## config.mk

```make
export PLATFORM = sky130hd
export DESIGN_NAME = mwaxis_tx_rr_arbiter_flat
export DESIGN_NICKNAME = d
export VERILOG_FILES = /design/src/rtl/mwaxis_tx_rr_arbiter_if.sv /design/src/rtl/mwaxis_tx_rr_arbiter.sv /design/src/flat_wrapper.sv
export SDC_FILE = /design/constraint.sdc
export NUM_CORES = 1
export LEC_CHECK = 0
export CORE_MARGIN = 10
export CORE_UTILIZATION = 38
export CTS_BUF_LIST = sky130_fd_sc_hd__clkbuf_8 sky130_fd_sc_hd__clkbuf_16
export DETAILED_ROUTE_END_ITERATION = 10
export GPL_TIMING_DRIVEN = 0
export HOLD_SLACK_MARGIN = 0.08
export PLACE_DENSITY_LB_ADDON = 0.25
export SYNTH_ARGS = -nofsm -noshare
export SYNTH_HDL_FRONTEND = slang
export SYNTH_SLANG_ARGS = --single-unit
```

## constraint.sdc

```tcl
create_clock -name dutclk -period 3.5 [get_ports dutclk]
set_input_delay 0.875 -clock dutclk [delete_from_list [all_inputs] [get_ports dutclk]]
set_output_delay 0.875 -clock dutclk [all_outputs]
set_load 0.02 [all_outputs]
```

## src/rtl/mwaxis_tx_rr_arbiter_if.sv

```systemverilog
// Bus bundle between the AXI-Stream source channels, the round-robin arbiter and the tx buffer write port.
// A byte moves on a channel only in a cycle where tvalid and tready are both high; tready never looks at tvalid.
interface mwaxis_tx_rr_arbiter_if #(
   parameter int NUM_AXIS_CHANNELS = 8,
   parameter int DATAWIDTH         = 8,
   parameter int CHW               = 3
);
   logic [NUM_AXIS_CHANNELS*DATAWIDTH-1:0] s_axis_tdata;
   logic [NUM_AXIS_CHANNELS-1:0]           s_axis_tvalid;
   logic [NUM_AXIS_CHANNELS-1:0]           s_axis_tlast;
   logic [NUM_AXIS_CHANNELS-1:0]           s_axis_tready;
   logic [DATAWIDTH-1:0]                   txbuffer_data;
   logic                                   txbuffer_datavld;
   logic                                   txbuffer_eop;
   logic [CHW-1:0]                         txbuffer_chsel;
   logic                                   txbuffer_afull;

   // Arbiter view: consumes the streams, writes the tx buffer.
   modport slave (
      input  s_axis_tdata, s_axis_tvalid, s_axis_tlast, txbuffer_afull,
      output s_axis_tready, txbuffer_data, txbuffer_datavld, txbuffer_eop, txbuffer_chsel
   );

   // Environment view: drives the streams and the buffer fill flag.
   modport master (
      output s_axis_tdata, s_axis_tvalid, s_axis_tlast, txbuffer_afull,
      input  s_axis_tready, txbuffer_data, txbuffer_datavld, txbuffer_eop, txbuffer_chsel
   );
endinterface

```

## src/rtl/mwaxis_tx_rr_arbiter.sv

```systemverilog
// Packet-level round-robin arbiter: merges AXI-Stream channels into the tx buffer, splitting at MAXPKTLEN.
// Optional: define MWAXIS_ARB_PKTCNT_EN to build the per-channel completed-packet counters on pktcnt.
module mwaxis_tx_rr_arbiter #(
   parameter int NUM_AXIS_CHANNELS = 8,
   parameter int DATAWIDTH         = 8,
   parameter int MAXPKTLEN         = 1024,
   parameter int CHW               = 3
) (
   input  logic                           dutclk,
   input  logic                           reset,
   mwaxis_tx_rr_arbiter_if.slave          bus,
   output logic                           arb_busy,
   output logic [NUM_AXIS_CHANNELS*16-1:0] pktcnt,
   output logic                           dbg_state_o
);
   typedef enum logic [0:0] {IDLE = 1'b0, XFER = 1'b1} state_e;

   state_e               state_q, state_d;
   logic [CHW-1:0]       grant_q, grant_d;
   logic [11:0]          bytecnt_q, bytecnt_d;
   logic [DATAWIDTH-1:0] data_q, data_d;
   logic                 datavld_q, datavld_d;
   logic                 eop_q, eop_d;
   logic [CHW-1:0]       chsel_q, chsel_d;
   logic                 hs, eop_now, found;
   logic [CHW-1:0]       next_ch;

   function automatic logic [CHW-1:0] rr_idx(input logic [CHW-1:0] base, input int off);
      int sum;
      sum = int'(base) + off;
      if (sum >= NUM_AXIS_CHANNELS) sum = sum - NUM_AXIS_CHANNELS;
      return CHW'(sum);
   endfunction

   // Scan from the farthest offset down so the nearest requester after the last grant wins.
   always_comb begin
      found   = 1'b0;
      next_ch = grant_q;
      for (int i = NUM_AXIS_CHANNELS; i >= 1; i--) begin
         if (bus.s_axis_tvalid[rr_idx(grant_q, i)]) begin
            found   = 1'b1;
            next_ch = rr_idx(grant_q, i);
         end
      end
   end

   assign hs      = (state_q == XFER) && bus.s_axis_tvalid[grant_q] && !bus.txbuffer_afull;
   assign eop_now = bus.s_axis_tlast[grant_q] || (bytecnt_q == 12'(MAXPKTLEN - 1));

   always_comb begin
      bus.s_axis_tready = '0;
      if (state_q == XFER) bus.s_axis_tready[grant_q] = !bus.txbuffer_afull;
   end

   always_comb begin
      state_d   = state_q;
      grant_d   = grant_q;
      bytecnt_d = bytecnt_q;
      data_d    = data_q;
      chsel_d   = chsel_q;
      datavld_d = 1'b0;
      eop_d     = 1'b0;
      case (state_q)
         IDLE: begin
            if (found) begin
               grant_d = next_ch;
               state_d = XFER;
            end
         end
         XFER: begin
            if (hs) begin
               data_d    = bus.s_axis_tdata[grant_q*DATAWIDTH +: DATAWIDTH];
               datavld_d = 1'b1;
               chsel_d   = grant_q;
               eop_d     = eop_now;
               // grant_q stays as the last-granted channel for the next search
               if (eop_now) begin
                  bytecnt_d = '0;
                  state_d   = IDLE;
               end else begin
                  bytecnt_d = bytecnt_q + 12'd1;
               end
            end
         end
         default: state_d = IDLE;
      endcase
   end

   always_ff @(posedge dutclk) begin
      if (reset) begin
         state_q   <= IDLE;
         grant_q   <= CHW'(NUM_AXIS_CHANNELS - 1);
         bytecnt_q <= '0;
         data_q    <= '0;
         datavld_q <= 1'b0;
         eop_q     <= 1'b0;
         chsel_q   <= '0;
      end else begin
         state_q   <= state_d;
         grant_q   <= grant_d;
         bytecnt_q <= bytecnt_d;
         data_q    <= data_d;
         datavld_q <= datavld_d;
         eop_q     <= eop_d;
         chsel_q   <= chsel_d;
      end
   end

   assign bus.txbuffer_data    = data_q;
   assign bus.txbuffer_datavld = datavld_q;
   assign bus.txbuffer_eop     = eop_q;
   assign bus.txbuffer_chsel   = chsel_q;
   assign arb_busy             = (state_q == XFER);
   assign dbg_state_o          = (state_q == XFER);

`ifdef MWAXIS_ARB_PKTCNT_EN
   logic [NUM_AXIS_CHANNELS*16-1:0] pktcnt_q, pktcnt_d;

   // Every emitted end of packet counts, including MAXPKTLEN splits; counters wrap.
   always_comb begin
      pktcnt_d = pktcnt_q;
      if (hs && eop_now) pktcnt_d[grant_q*16 +: 16] = pktcnt_q[grant_q*16 +: 16] + 16'd1;
   end

   always_ff @(posedge dutclk) begin
      if (reset) pktcnt_q <= '0;
      else       pktcnt_q <= pktcnt_d;
   end

   assign pktcnt = pktcnt_q;
`else
   assign pktcnt = '0;
`endif
endmodule

```

## src/flat_wrapper.sv

```systemverilog
// flat-port wrapper written by rule: the top's interface ports become plain ports
module mwaxis_tx_rr_arbiter_flat 
#(
   parameter int NUM_AXIS_CHANNELS = 8,
   parameter int DATAWIDTH         = 8,
   parameter int MAXPKTLEN         = 1024,
   parameter int CHW               = 3
)
  (dutclk, reset, arb_busy, pktcnt, dbg_state_o, bus_s_axis_tdata, bus_s_axis_tvalid, bus_s_axis_tlast, bus_txbuffer_afull, bus_s_axis_tready, bus_txbuffer_data, bus_txbuffer_datavld, bus_txbuffer_eop, bus_txbuffer_chsel);
  mwaxis_tx_rr_arbiter_if #(.NUM_AXIS_CHANNELS(NUM_AXIS_CHANNELS), .DATAWIDTH(DATAWIDTH), .CHW(CHW)) bus_i ();
  input  logic dutclk;
  input  logic reset;
  output logic arb_busy;
  output logic [NUM_AXIS_CHANNELS*16-1:0] pktcnt;
  output logic dbg_state_o;
  input wire logic [$bits(bus_i.s_axis_tdata)-1:0] bus_s_axis_tdata;
  input wire logic [$bits(bus_i.s_axis_tvalid)-1:0] bus_s_axis_tvalid;
  input wire logic [$bits(bus_i.s_axis_tlast)-1:0] bus_s_axis_tlast;
  input wire logic [$bits(bus_i.txbuffer_afull)-1:0] bus_txbuffer_afull;
  output wire logic [$bits(bus_i.s_axis_tready)-1:0] bus_s_axis_tready;
  output wire logic [$bits(bus_i.txbuffer_data)-1:0] bus_txbuffer_data;
  output wire logic [$bits(bus_i.txbuffer_datavld)-1:0] bus_txbuffer_datavld;
  output wire logic [$bits(bus_i.txbuffer_eop)-1:0] bus_txbuffer_eop;
  output wire logic [$bits(bus_i.txbuffer_chsel)-1:0] bus_txbuffer_chsel;
  assign bus_i.s_axis_tdata = bus_s_axis_tdata;
  assign bus_i.s_axis_tvalid = bus_s_axis_tvalid;
  assign bus_i.s_axis_tlast = bus_s_axis_tlast;
  assign bus_i.txbuffer_afull = bus_txbuffer_afull;
  assign bus_s_axis_tready = bus_i.s_axis_tready;
  assign bus_txbuffer_data = bus_i.txbuffer_data;
  assign bus_txbuffer_datavld = bus_i.txbuffer_datavld;
  assign bus_txbuffer_eop = bus_i.txbuffer_eop;
  assign bus_txbuffer_chsel = bus_i.txbuffer_chsel;
  mwaxis_tx_rr_arbiter #(.NUM_AXIS_CHANNELS(NUM_AXIS_CHANNELS), .DATAWIDTH(DATAWIDTH), .MAXPKTLEN(MAXPKTLEN), .CHW(CHW)) u_core (.dutclk(dutclk), .reset(reset), .bus(bus_i), .arb_busy(arb_busy), .pktcnt(pktcnt), .dbg_state_o(dbg_state_o));
endmodule
```

Yosys cells after proc, flatten, opt, wreduce, memory -nomap -nowiden
Index checks and enable logic that the tools add are counted.

Bits in registers: 29. Latch bits: 0. Bits in writable memories: 0. Bits in read-only memories: 0. Input port bits: 83. Output and inout bits: 151. Memories: 0.

$add $sub $neg: 17. $mul: 0. Div/mod/pow operators: 0. $lt $le $gt $ge: 18. Equality and inequality tests: 1. Shift operators: 1. Multiplexer cells: 53. Bitwise logic cells: 3. Reductions and logical operators: 10.

Operators by type and width (number): indexed part select 64 x 7 -> 8 bit (1); 2-to-1 mux 3 bit (16); < comparator 3 x 4 -> 1 bit (second input constant) (9); binary-select mux 1 bit (select 3 bit) (10); greater-or-equal comparator 4 bit (second input constant) (7); subtractor 3 x 1 -> 3 bit (second input constant) (8); 2-to-1 mux 1 bit (23); adder 3 x 3 -> 4 bit (second input constant) (4); adder 12 x 1 -> 12 bit (second input constant) (1); == test 12 x 10 -> 1 bit (second input constant) (1); 2-to-1 mux 12 bit (1); adder 3 x 2 -> 4 bit (second input constant) (2); bitwise AND 8 bit (1); 2-to-1 mux 8 bit (1); nonzero test 8 bit (1); adder 3 x 4 -> 5 bit (second input constant) (1); greater-or-equal comparator 5 x 4 -> 1 bit (second input constant) (1); adder 3 x 1 -> 4 bit (second input constant) (1); demux 1 bit (select 3 bit) (1); greater-or-equal comparator 3 x 1 -> 1 bit (second input constant) (1); logical AND 1 bit (3); AND reduction 3 bit (1); OR reduction 3 bit (1); inverter 1 bit (2); 5 further kinds (5).

Logic depth before layout (Yosys ltp)
Depth after elaboration: 15. Gate-level depth with buffers: 10. Gate-level depth less buffers: 8.

Worst setup path after synthesis
OpenSTA, ideal clock, no wires.

Path kind: reg2reg. Start: reg u_core.grant_q[0]. End: reg u_core.grant_q[1]. Arrival time: 2.508 ns. Required time: 3.369 ns. Slack: 0.861 ns. Cell stages (with the launch flop): 11. Period minus slack after synthesis: 2.639 ns. Cell sequence: dfxtp_1 > buf_6 > bufinv_8 > ha_1 > buf_4 > mux2i_1 > mux4_2 > and4b_1 > a211o_1 > a211oi_2 > a22oi_1.

Cells in the longest elaborated chain, start to end: 14.

RTL lines: from (decl) (line mwaxis_tx_rr_arbiter.sv:19) `logic [CHW-1:0] grant_q, grant_d;`; from (signal assigned) (line mwaxis_tx_rr_arbiter.sv:92) `grant_q <= CHW'(NUM_AXIS_CHANNELS - 1);`; from (signal assigned) (line mwaxis_tx_rr_arbiter.sv:100) `grant_q <= grant_d;`; adder 3 x 4 -> 5 bit (line mwaxis_tx_rr_arbiter.sv:30) `sum = int'(base) + off;`; greater-or-equal comparator 5 x 4 -> 1 bit / subtractor 3 x 1 -> 3 bit (equally long branches) (line mwaxis_tx_rr_arbiter.sv:31) `if (sum >= NUM_AXIS_CHANNELS) sum = sum - NUM_AXIS_CHANNELS;`; 2-to-1 mux 3 bit (line mwaxis_tx_rr_arbiter.sv:31); binary-select mux 1 bit (select 3 bit) (line mwaxis_tx_rr_arbiter.sv:40) `if (bus.s_axis_tvalid[rr_idx(grant_q, i)]) begin`; 2-to-1 mux 1 bit (not written as such) (line mwaxis_tx_rr_arbiter.sv:40); 2-to-1 mux 1 bit (8 in series) (line mwaxis_tx_rr_arbiter.sv:40); AND reduction 3 bit (no source line).

Several ways; a longest one is shown, not always the timed one. The select of a mux whose other input is x is not followed. A chain may end at the register's enable or synchronous reset.

Final worst setup path
Start: in bus_txbuffer_afull. End: out bus_s_axis_tready[3].

Cells in the longest elaborated chain, start to end: 3.

RTL lines: from (decl) (line flat_wrapper.sv:19) `input wire logic [$bits(bus_i.txbuffer_afull)-1:0] bus_txbuffer_afull;`; zero test 1 bit (line mwaxis_tx_rr_arbiter.sv:52) `if (state_q == XFER) bus.s_axis_tready[grant_q] = !bus.txbuffer_afull;`; bitwise AND 8 bit (no source line); 2-to-1 mux 8 bit (line mwaxis_tx_rr_arbiter.sv:52); to (decl) (line flat_wrapper.sv:20) `output wire logic [$bits(bus_i.s_axis_tready)-1:0] bus_s_axis_tready;`.

No other way between the ends.

==> impl_metrics.toml <==
[sta]
layout_min_cycle_time_ns = 3.35
maxSlewViolCount = 0
tightest_slew_ns = 0.574
skew_ns = 0.00617
max_freq_ghz = 0.298
tns_ns = 0
holdWs_ns = 0.463
fin_crit_sh_pct = 95.8
finalHoldViolCount = 0
setup_viol = 0
relSlewSlack_pct = 61.8
rsz0062_at_grt = "false"

[critical_path]
r2r-start = "u_core.grant_q[1]"
cp-start-kind = "primary input"
crit_path_end_kind = "primary output"
cp_data_arrival_time_ns = 2.48
crit_type = "primary input to primary output"
crit_required_ns = 2.62
cp-startpoint = "bus_txbuffer_afull"
path_max_fanout = 6

[yosys]
async_flop_share_pct = 0
synthCells = 389
yosysMostFrequentCell = "buf_4"
synth_top_flop_cell = "dfxtp_1"
synth-adder-area-share_pct = 2.42
netlist.area_leader.share_pct = 27.2
synth_compound_area_share_pct = 8.92
synth_edf_count = 0
synth_cell_types = 53
synth_top_family_by_area = "buffers and inverters"
muxShareOfSynthArea_pct = 23.5
synth.area.top_cells = "buf_4 27%, mux4_2 17%, dfxtp_1 16%, nand2_1 3.6%, nor2_1 3.4%"
synth-xor-area-share_pct = 3.60
yosys.area_share.simple_pct = 13.0
ys_seq_area_share_pct = 16.0
synth-seq-cells = 29
synth_common_cells = "131 x buf_4, 35 x nand2_1, 33 x nor2_1"
avgSynthCellArea_um2 = 9.30
syn_area_um2 = 3620
ys_warn_count = 0
synth_top_area_cell = "buf_4"

[layout]
fin_area_um2 = 5410
n_antenna_cell = 0
drive_gt1_share_pct = 31.8
final_nets = 718
area_growth_pct = 49.6

[clocking]
clockBufferDepth = 2
cts_root_buf = "clkbuf_8"
cts_tree = "yes"
cts_inserted_buffers = 5
holdBufCountCts = 0
clkTransAtPathRegs_ns = 0.06
htree_num_levels = 2
clock_latency_ns = 0.28
cts.sinks = 29
cts_resized = 0
postCtsSetupBuffers = 0

[grt]
antenna_found_initial = 0
grt_max_degree = 12
grt_pass1_wl_um = 17500
grt.total_usage_pct = 15.3
overflow = 0
first_global_vias = 3315

[place]
io_buffer_count = 105
place_hpwl_um = 9810
placed_area_um2 = 5310
place.gp.congestion = 0.845

[die]
dieArea_um2 = 13800
start_util_pct = 39.2
fp.coreArea_um2 = 9240
die_w_um = 118
die_h_um = 118
num_io_pins = 234
rows = 35

[outcome]
status = "complete, no violations"

[power]
max-vdd-ir-drop_mv = 0.269
p_leak_nw = 2.58
power.total_mw = 2.63
power.density_nw_per_um2 = 487

[min_path]
hold_start = "u_core.bus.txbuffer_chsel[0]"
hold_path_class = "register to register"

[route]
ant_nets = 0
firstDrtPassIters = 4
drt_iter0_drc = 92
vias_per_cell = 4.17
vias = 3159
wl_um = 11000
avgRoutedWirePerCell_um = 14.5
drc = 0

[flow_run]
maxCapViolations = 0
-- layout make-up --
class                      count  area [um^2]
tap                          129          161
timing repair buffer         105         1050
inverter                       7         40.0
clock buffer                   7         96.3
fill                         801         3830
multi-input combinational    332         2350
clock inverter                 1         5.00
sequential                    29          581
buffer                       148         1130
-- cells in the final DEF, fill, tap and decap left out, drive strengths merged, types with 2 or more instances in the layout --
| master | instances |
|---|---|
| clkdlybuf4s50 | 105 |
| a21oi | 11 |
| or2 | 2 |
| clkbuf | 16 |
| a211oi | 2 |
| o211ai | 2 |
| nand4 | 4 |
| mux2 | 3 |
| nand2 | 35 |
| inv | 6 |
| and2 | 3 |
| nand2b | 4 |
| nor4 | 3 |
| conb | 128 |
| buf | 139 |
| nand3 | 5 |
| nor2 | 33 |
| ha | 7 |
| a311oi | 8 |
| o31ai | 2 |
| and3 | 3 |
| xor2 | 5 |
| o21ai | 4 |
| mux4 | 31 |
| dfxtp | 29 |
| mux2i | 8 |
| nor3 | 6 |
| a31oi | 3 |
| xnor2 | 9 |
-- through the flow --
stage	setup WS (ns)	instances	util, %
after floorplan	0.861	516	-
after CTS	0.0306	758	58.5
after global routing	0.0340	758	58.6
after detailed placement	0.0464	750	57.4
after global placement	0.0334	750	57.4
final	0.147	758	58.6
-- routing by layer --
layer / track usage, % / up-vias / wire length [um]
met4: 3.55 / 0 / 112
met1: 14.9 / 1434 / 3880
met5: 0 / - / 0
met3: 6.52 / 11 / 1050
met2: 28.8 / 128 / 5930
li1: - / 1586 / -
-- worst paths after layout --
check | slack (ns) | endpoint | cells past startpoint
min reg2reg | 0.46 | u_core.bus.txbuffer_chsel[0] | 2
min | 0.46 | u_core.bus.txbuffer_chsel[0] | 2
max reg2reg | 0.51 | u_core.grant_q[2] | 10
max | 0.15 | bus_s_axis_tready[3] | 4
-- critical path: stages --
cell	delay, ns
clkdlybuf4s50_1	0.49
nor2b_2	0.29
and3_1	0.21
clkdlybuf4s50_1	0.62
-- flip-flops by register name (all words and copies together), names as in the netlist --
register                     flops
u_core.bus.txbuffer_eop          1
u_core.grant_q                   3
u_core.bus.txbuffer_datavld      1
u_core.arb_busy                  1
u_core.bus.txbuffer_data         8
u_core.bytecnt_q                12
u_core.bus.txbuffer_chsel        3
-- where the power goes --
part	internal [mW]	leakage [nW]	switching (mW)	total, mW
Combinational	0.927	2.29	0.966	1.89
Sequential	0.388	0.236	0.0470	0.435
Clock	0.177	0.0542	0.129	0.306
Total	1.49	2.58	1.14	2.63
-- cell families (layout without fill, tap and decap cells) --
group	Yosys count	count (layout)
other cells	1	128
xor+xnor	14	14
flops	29	29
fa+ha+maj	7	7
mux	42	42
simple gates	102	102
compound gates	39	39
buf+inv	155	268
No activity file was read; power rests on OpenSTA's default activity.
